**config.mk**
```make
export PLATFORM = sky130hd
export DESIGN_NAME = mmio_bridge
export DESIGN_NICKNAME = d
export VERILOG_FILES = /design/src/rtl/mmio_bridge.sv
export SDC_FILE = /design/constraint.sdc
export NUM_CORES = 1
export LEC_CHECK = 0
export ABC_AREA = 0
export BUFFER_PORTS_ARGS = -buffer_cell sky130_fd_sc_hd__buf_2
export CAP_MARGIN = 25
export CORE_AREA = 2 2 157 159
export CTS_BUF_LIST = sky130_fd_sc_hd__clkbuf_8 sky130_fd_sc_hd__clkbuf_16
export DETAILED_ROUTE_END_ITERATION = 8
export DIE_AREA = 0 0 159 161
export GPL_TIMING_DRIVEN = 0
export SETUP_SLACK_MARGIN = 0.5
export SLEW_MARGIN = 20
export SYNTH_ARGS = -nofsm -noshare
export SYNTH_HDL_FRONTEND = slang
export SYNTH_SLANG_ARGS = --single-unit
```
**constraint.sdc**
```tcl
create_clock -name clk -period 2.7 [get_ports clk]
set_input_delay 0.405 -clock clk [delete_from_list [all_inputs] [get_ports clk]]
set_output_delay 0.405 -clock clk [all_outputs]
set_load 0.01 [all_outputs]
```
**src/rtl/mmio_bridge.sv**
```systemverilog
// mmio_bridge
//   Bridge between the CPU M-stage data port and its devices: data memory
//   (DM), NUM_TC timer slots and the interrupt generator (INT). It decodes
//   the byte address, gates per-device write enables and flags faulting
//   accesses. Timer loads take one wait state through a registered read path.
//
//   Optional feature: define MMIO_ERR_CAPTURE_EN to latch the first faulting
//   address and hold a sticky error flag. When it is undefined, cpu_err is the
//   fault of the current cycle and err_addr is tied to zero.
//
//   Ports
//     clk, reset               clock, synchronous active-high reset
//     cpu_addr/wdata/byteen/rd M-stage request (byteen == 0 means no store)
//     cpu_rdata/stall/err      response, wait-state request, fault flag
//     err_addr                 captured fault address (capture build only)
//     dm_*                     data memory port, dm_rdata is combinational
//     tc_*                     shared timer port, one-hot tc_we, packed tc_dout
//     int_addr/int_byteen      interrupt generator write port
module mmio_bridge #(
    parameter int          NUM_TC    = 2,
    parameter logic [31:0] DM_LIMIT  = 32'h0000_2fff,
    parameter logic [31:0] TC_BASE   = 32'h0000_7f00,
    parameter logic [31:0] TC_STRIDE = 32'h0000_0010,
    parameter logic [31:0] TC_LAST   = 32'h0000_000b,
    parameter logic [31:0] INT_BASE  = 32'h0000_7f20
) (
    input  logic                  clk,
    input  logic                  reset,
    input  logic [31:0]           cpu_addr,
    input  logic [31:0]           cpu_wdata,
    input  logic [3:0]            cpu_byteen,
    input  logic                  cpu_rd,
    output logic [31:0]           cpu_rdata,
    output logic                  cpu_stall,
    output logic                  cpu_err,
    output logic [31:0]           err_addr,
    output logic [31:0]           dm_addr,
    output logic [31:0]           dm_wdata,
    output logic [3:0]            dm_byteen,
    input  logic [31:0]           dm_rdata,
    output logic [31:0]           tc_addr,
    output logic [31:0]           tc_din,
    output logic [NUM_TC-1:0]     tc_we,
    input  logic [32*NUM_TC-1:0]  tc_dout,
    output logic [31:0]           int_addr,
    output logic [3:0]            int_byteen
);

    typedef enum logic {
        IDLE = 1'b0,
        RESP = 1'b1
    } state_t;

    state_t             state;
    state_t             next_state;
    logic [31:0]        rdata_q;
    logic [NUM_TC-1:0]  tc_hit;
    logic [31:0]        tc_sel;
    logic               dm_hit;
    logic               int_hit;
    logic               tc_any;
    logic               unmapped;
    logic               is_store;
    logic               is_load;
    logic               aligned;
    logic               fault;
    logic               tc_load;

    // Timer slot decode; slots never overlap, so OR-ing the hit slot's data
    // gives a plain one-hot read mux.
    always_comb begin
        tc_hit = '0;
        tc_sel = 32'h0000_0000;
        for (int i = 0; i < NUM_TC; i++) begin
            if ((cpu_addr >= TC_BASE + 32'(i) * TC_STRIDE) &&
                (cpu_addr <= TC_BASE + 32'(i) * TC_STRIDE + TC_LAST)) begin
                tc_hit[i] = 1'b1;
                tc_sel    = tc_sel | tc_dout[32*i +: 32];
            end else begin
                tc_hit[i] = 1'b0;
            end
        end
    end

    assign dm_hit   = (cpu_addr <= DM_LIMIT);
    assign int_hit  = (cpu_addr >= INT_BASE) && (cpu_addr <= INT_BASE + 32'd3);
    assign tc_any   = |tc_hit;
    assign unmapped = ~(dm_hit | tc_any | int_hit);

    // A load presented together with a store is treated as the store.
    assign is_store = |cpu_byteen;
    assign is_load  = cpu_rd & ~is_store;
    assign aligned  = (cpu_addr[1:0] == 2'b00);

    // Timers only accept aligned full-word accesses.
    assign fault = (is_store | cpu_rd) &
                   (unmapped |
                    (tc_any & ~aligned) |
                    (tc_any & is_store & (cpu_byteen != 4'hf)));

    assign tc_load = is_load & tc_any & aligned;

    // Address/data fan out unchanged; only the enables are gated.
    assign dm_addr    = cpu_addr;
    assign dm_wdata   = cpu_wdata;
    assign tc_addr    = cpu_addr;
    assign tc_din     = cpu_wdata;
    assign int_addr   = cpu_addr;
    assign dm_byteen  = (dm_hit & ~fault) ? cpu_byteen : 4'h0;
    assign int_byteen = (int_hit & ~fault) ? cpu_byteen : 4'h0;
    assign tc_we      = (is_store & ~fault & aligned & (cpu_byteen == 4'hf)) ?
                        tc_hit : {NUM_TC{1'b0}};

    // Read-path FSM: next state, stall and load data mux.
    always_comb begin
        next_state = state;
        cpu_stall  = 1'b0;
        cpu_rdata  = 32'h0000_0000;
        case (state)
            IDLE: begin
                if (tc_load) begin
                    cpu_stall  = 1'b1;
                    next_state = RESP;
                end else if (is_load & dm_hit & ~fault) begin
                    cpu_rdata = dm_rdata;
                end else begin
                    cpu_rdata = 32'h0000_0000;
                end
            end
            RESP: begin
                // The CPU still shows the same load here; always leave RESP
                // so it is answered exactly once.
                next_state = IDLE;
                if (is_load & ~fault) begin
                    cpu_rdata = rdata_q;
                end else begin
                    cpu_rdata = 32'h0000_0000;
                end
            end
            default: begin
                next_state = IDLE;
            end
        endcase
    end

    // State register and timer read-data capture during the wait state.
    always_ff @(posedge clk) begin
        if (reset) begin
            state   <= IDLE;
            rdata_q <= 32'h0000_0000;
        end else begin
            state <= next_state;
            if ((state == IDLE) && tc_load) begin
                rdata_q <= tc_sel;
            end
        end
    end

`ifdef MMIO_ERR_CAPTURE_EN
    logic        err_flag;
    logic [31:0] err_addr_q;

    // Sticky capture of the first faulting address; only reset clears it.
    always_ff @(posedge clk) begin
        if (reset) begin
            err_flag   <= 1'b0;
            err_addr_q <= 32'h0000_0000;
        end else if (fault & ~err_flag) begin
            err_flag   <= 1'b1;
            err_addr_q <= cpu_addr;
        end
    end

    assign cpu_err  = err_flag;
    assign err_addr = err_addr_q;
`else
    assign cpu_err  = fault;
    assign err_addr = 32'h0000_0000;
`endif

endmodule
```
==> flow_metrics.env <==
export IMPL_io_pins=403
export IMPL_syn_cell_area_um2=4020
export IMPL_drc=0
export IMPL_hold_class="register to register"
export IMPL_crit_type="primary input to output pin"
export IMPL_dieArea_um2=25600
export IMPL_async_reset_ff_frac=0
export IMPL_timing_final_ws_setup_ns=-0.0712
export IMPL_critPathRequiredTime_ns=2.30
export IMPL_ys_flop_type="dfxtp_1"
export IMPL_cts_sinks=33
export IMPL_syn_inst=507
export IMPL_grt_total_usage=0.132
export IMPL_io_buffers=336
export IMPL_hold_viol=0
export IMPL_avgSynthCellArea_um2=7.93
export IMPL_fillCellCount=2610
export IMPL_fin_nets=1068
export IMPL_final_core_util=0.292
export IMPL_antenna_left=0
export IMPL_status="complete, but fails checks"
export IMPL_seq_area_frac_synth=0.164
export IMPL_rows=57
export IMPL_period_needed_ns=2.77
export IMPL_cp_end_kind="output pin"
export IMPL_grt_max_degree=12
export IMPL_die_y_um=161
export IMPL_drtIter0Drc=194
export IMPL_grt_setup_unrepaired="true"
export IMPL_fin_skew_ns=0.00505
export IMPL_clk_latency_ns=0.28
export IMPL_htree_levels=2
export IMPL_coreArea_um2=24000
export IMPL_route_vias_total=4782
export IMPL_grt_pass1_wl_um=26200
export IMPL_violations="negative setup slack"
export IMPL_worstPathArrival_ns=2.37
export IMPL_start_kind="primary input"
export IMPL_yosys_warnings=0
export IMPL_first_pass_iters=4
export IMPL_slew_viol_final=0
export IMPL_areaGrowthSynthToFinish_pct=73.9
export IMPL_cts_clk_slew_worst_paths_ns=0.05
export IMPL_gp_congestion=0.745
export IMPL_overflow=0
export IMPL_cts_tree="built"
export IMPL_drive_gt1_frac=0.714
export IMPL_synth_edf_count=0
export IMPL_die_w_um=159
export IMPL_max_freq_mhz=361
export IMPL_dpl_worst_slack_ns=-0.776
export IMPL_p_leak_nw=3.73
export IMPL_synth_distinct_cells=35
export IMPL_grt_pass1_vias=4491
export IMPL_routed_via_density=3.90
export IMPL_crit_fanout=8
export IMPL_dp_hpwl_um=15000
export IMPL_wire_per_inst_um=15.1
export IMPL_period_share=1.03
export IMPL_clk_path_buf_depth=2
export IMPL_numCtsBuffers=5
export IMPL_ys_ff_latch=33
export IMPL_start_util=0.168
export IMPL_totalWireLength_um=18600
export IMPL_antenna_found_initial=1
export IMPL_root_buffer="clkbuf_16"
export IMPL_slew_limit_headroom=0.564
export IMPL_setup_viol=29
export IMPL_ir_worst_vdd_mv=0.205
export IMPL_drv_cap=0
export IMPL_tightest_slew_ns=0.654
export IMPL_power_per_cell_area_nw_per_um2=246
[per-stage QoR]
step                hold slack (ns)  instances  TNS [ns]  instance area (um^2)  power [mW]
global placement              0.455       1198    -28.35                  6260        1.14
finish                        0.470       1227     -1.30                  6990        1.72
global route                  0.494       1226     -4.38                  6990        1.81
CTS                           0.469       1221     -3.32                  6800        1.75
detailed placement            0.464       1198    -23.86                  6270        1.14
floorplan                     0.445        538         0                  4180       0.868
[cells in the mapped netlist (2+ instances only)]
cell      number  area share
buf_4        192        0.36
a21oi_1       34       0.042
nand3_1       34       0.042
and3_1        33       0.051
dfxtp_1       33        0.16
a32o_1        32       0.080
mux2_2        32       0.090
o21ai_0       24       0.030
clkbuf_1      23       0.021
and2_1        11       0.017
buf_2          9       0.011
o21ai_1        8       0.010
nor2_1         4      0.0037
nor3_1         4      0.0050
buf_8          3       0.011
nand4_1        3      0.0047
nor4_1         3      0.0047
nor4_2         3      0.0093
or4_1          3      0.0056
nand2_1        2      0.0019
or2_2          2      0.0031
or3_1          2      0.0031
[per-layer routing]
metal | vias to the layer above | global-route usage | share of wire
li1 | 2362 | - | -
met1 | 2179 | 0.167 | 0.43
met5 | - | 0 | 0
met3 | 2 | 0.0241 | 0.065
met2 | 239 | 0.241 | 0.51
met4 | 0 | 0.0124 | 0.0020
[cells in the final DEF (no fill, tap or decap), drive strengths merged, types with 4 or more instances in the layout]
cell type	instances
nand3	34
and2	11
a32o	32
mux2	32
nor3	4
buf	564
and3	33
dfxtp	33
clkbuf	26
a21oi	34
conb	32
nor2	4
nor4	7
o21ai	32
[sequential cells by signal, summed over array words and instances, names as in the netlist]
name / flops
rdata_q: 32
state: 1
[cell families (layout without fill, tap and decap cells)]
group,count (synthesis),after routing,share of synthesized area
buffers and inverters,229,593,0.406
AND/OR/NAND/NOR,109,109,0.167
AO/OA/AOI/OAI,103,103,0.172
flip-flops,33,33,0.164
multiplexers,32,32,0.0896
other,1,33,0.000933
[area by class of cell]
| type | instances | area, um^2 | area share |
|---|---|---|---|
| repair buffers | 356 | 2060 | 0.295 |
| flip-flops and latches | 33 | 661 | 0.0945 |
| clock inverters | 3 | 17.5 | 0.00251 |
| multi-input cells | 276 | 2000 | 0.287 |
| diodes | 1 | 2.50 | 0.000358 |
| clock buffers | 5 | 125 | 0.0179 |
| plain buffers | 229 | 1720 | 0.245 |
| well taps | 324 | 405 | 0.0580 |
[timing repair]
item                                   4_1_cts  5_1_grt
gates resized for setup                     60       50
pin swaps                                   14       30
setup endpoints to repair                   74       74
cloned                                       1        2
endpoints found under the hold margin        0        0
hold buffers                                 0        0
setup buffers                               14        3
[where the power goes]
group,internal [mW],leakage [nW],switching [mW]
clock,0.338,0.0696,0.229
combinational,0.381,3.39,0.286
sequential,0.487,0.266,0.0000000000163
[worst max-delay path, stage by stage]
cell and delay, ns:
buf_2 0.14, and4bb_2 0.35, nand4_1 0.15, or2_4 0.27, or3_4 0.34, buf_12 0.16, clkbuf_16 0.16, a32o_1 0.23
buf_2 0.14
[worst paths after layout]
path	startpoint	end	slack [ns]	cells after the start
setup / recovery	cpu_addr[7]	cpu_rdata[16]	-0.07	9
hold / removal	rdata_q[17]	rdata_q[17]	0.47	2
setup reg to reg	state	rdata_q[16]	0.90	4
hold reg to reg	rdata_q[17]	rdata_q[17]	0.47	2
Power figures use the tool's default switching activity.
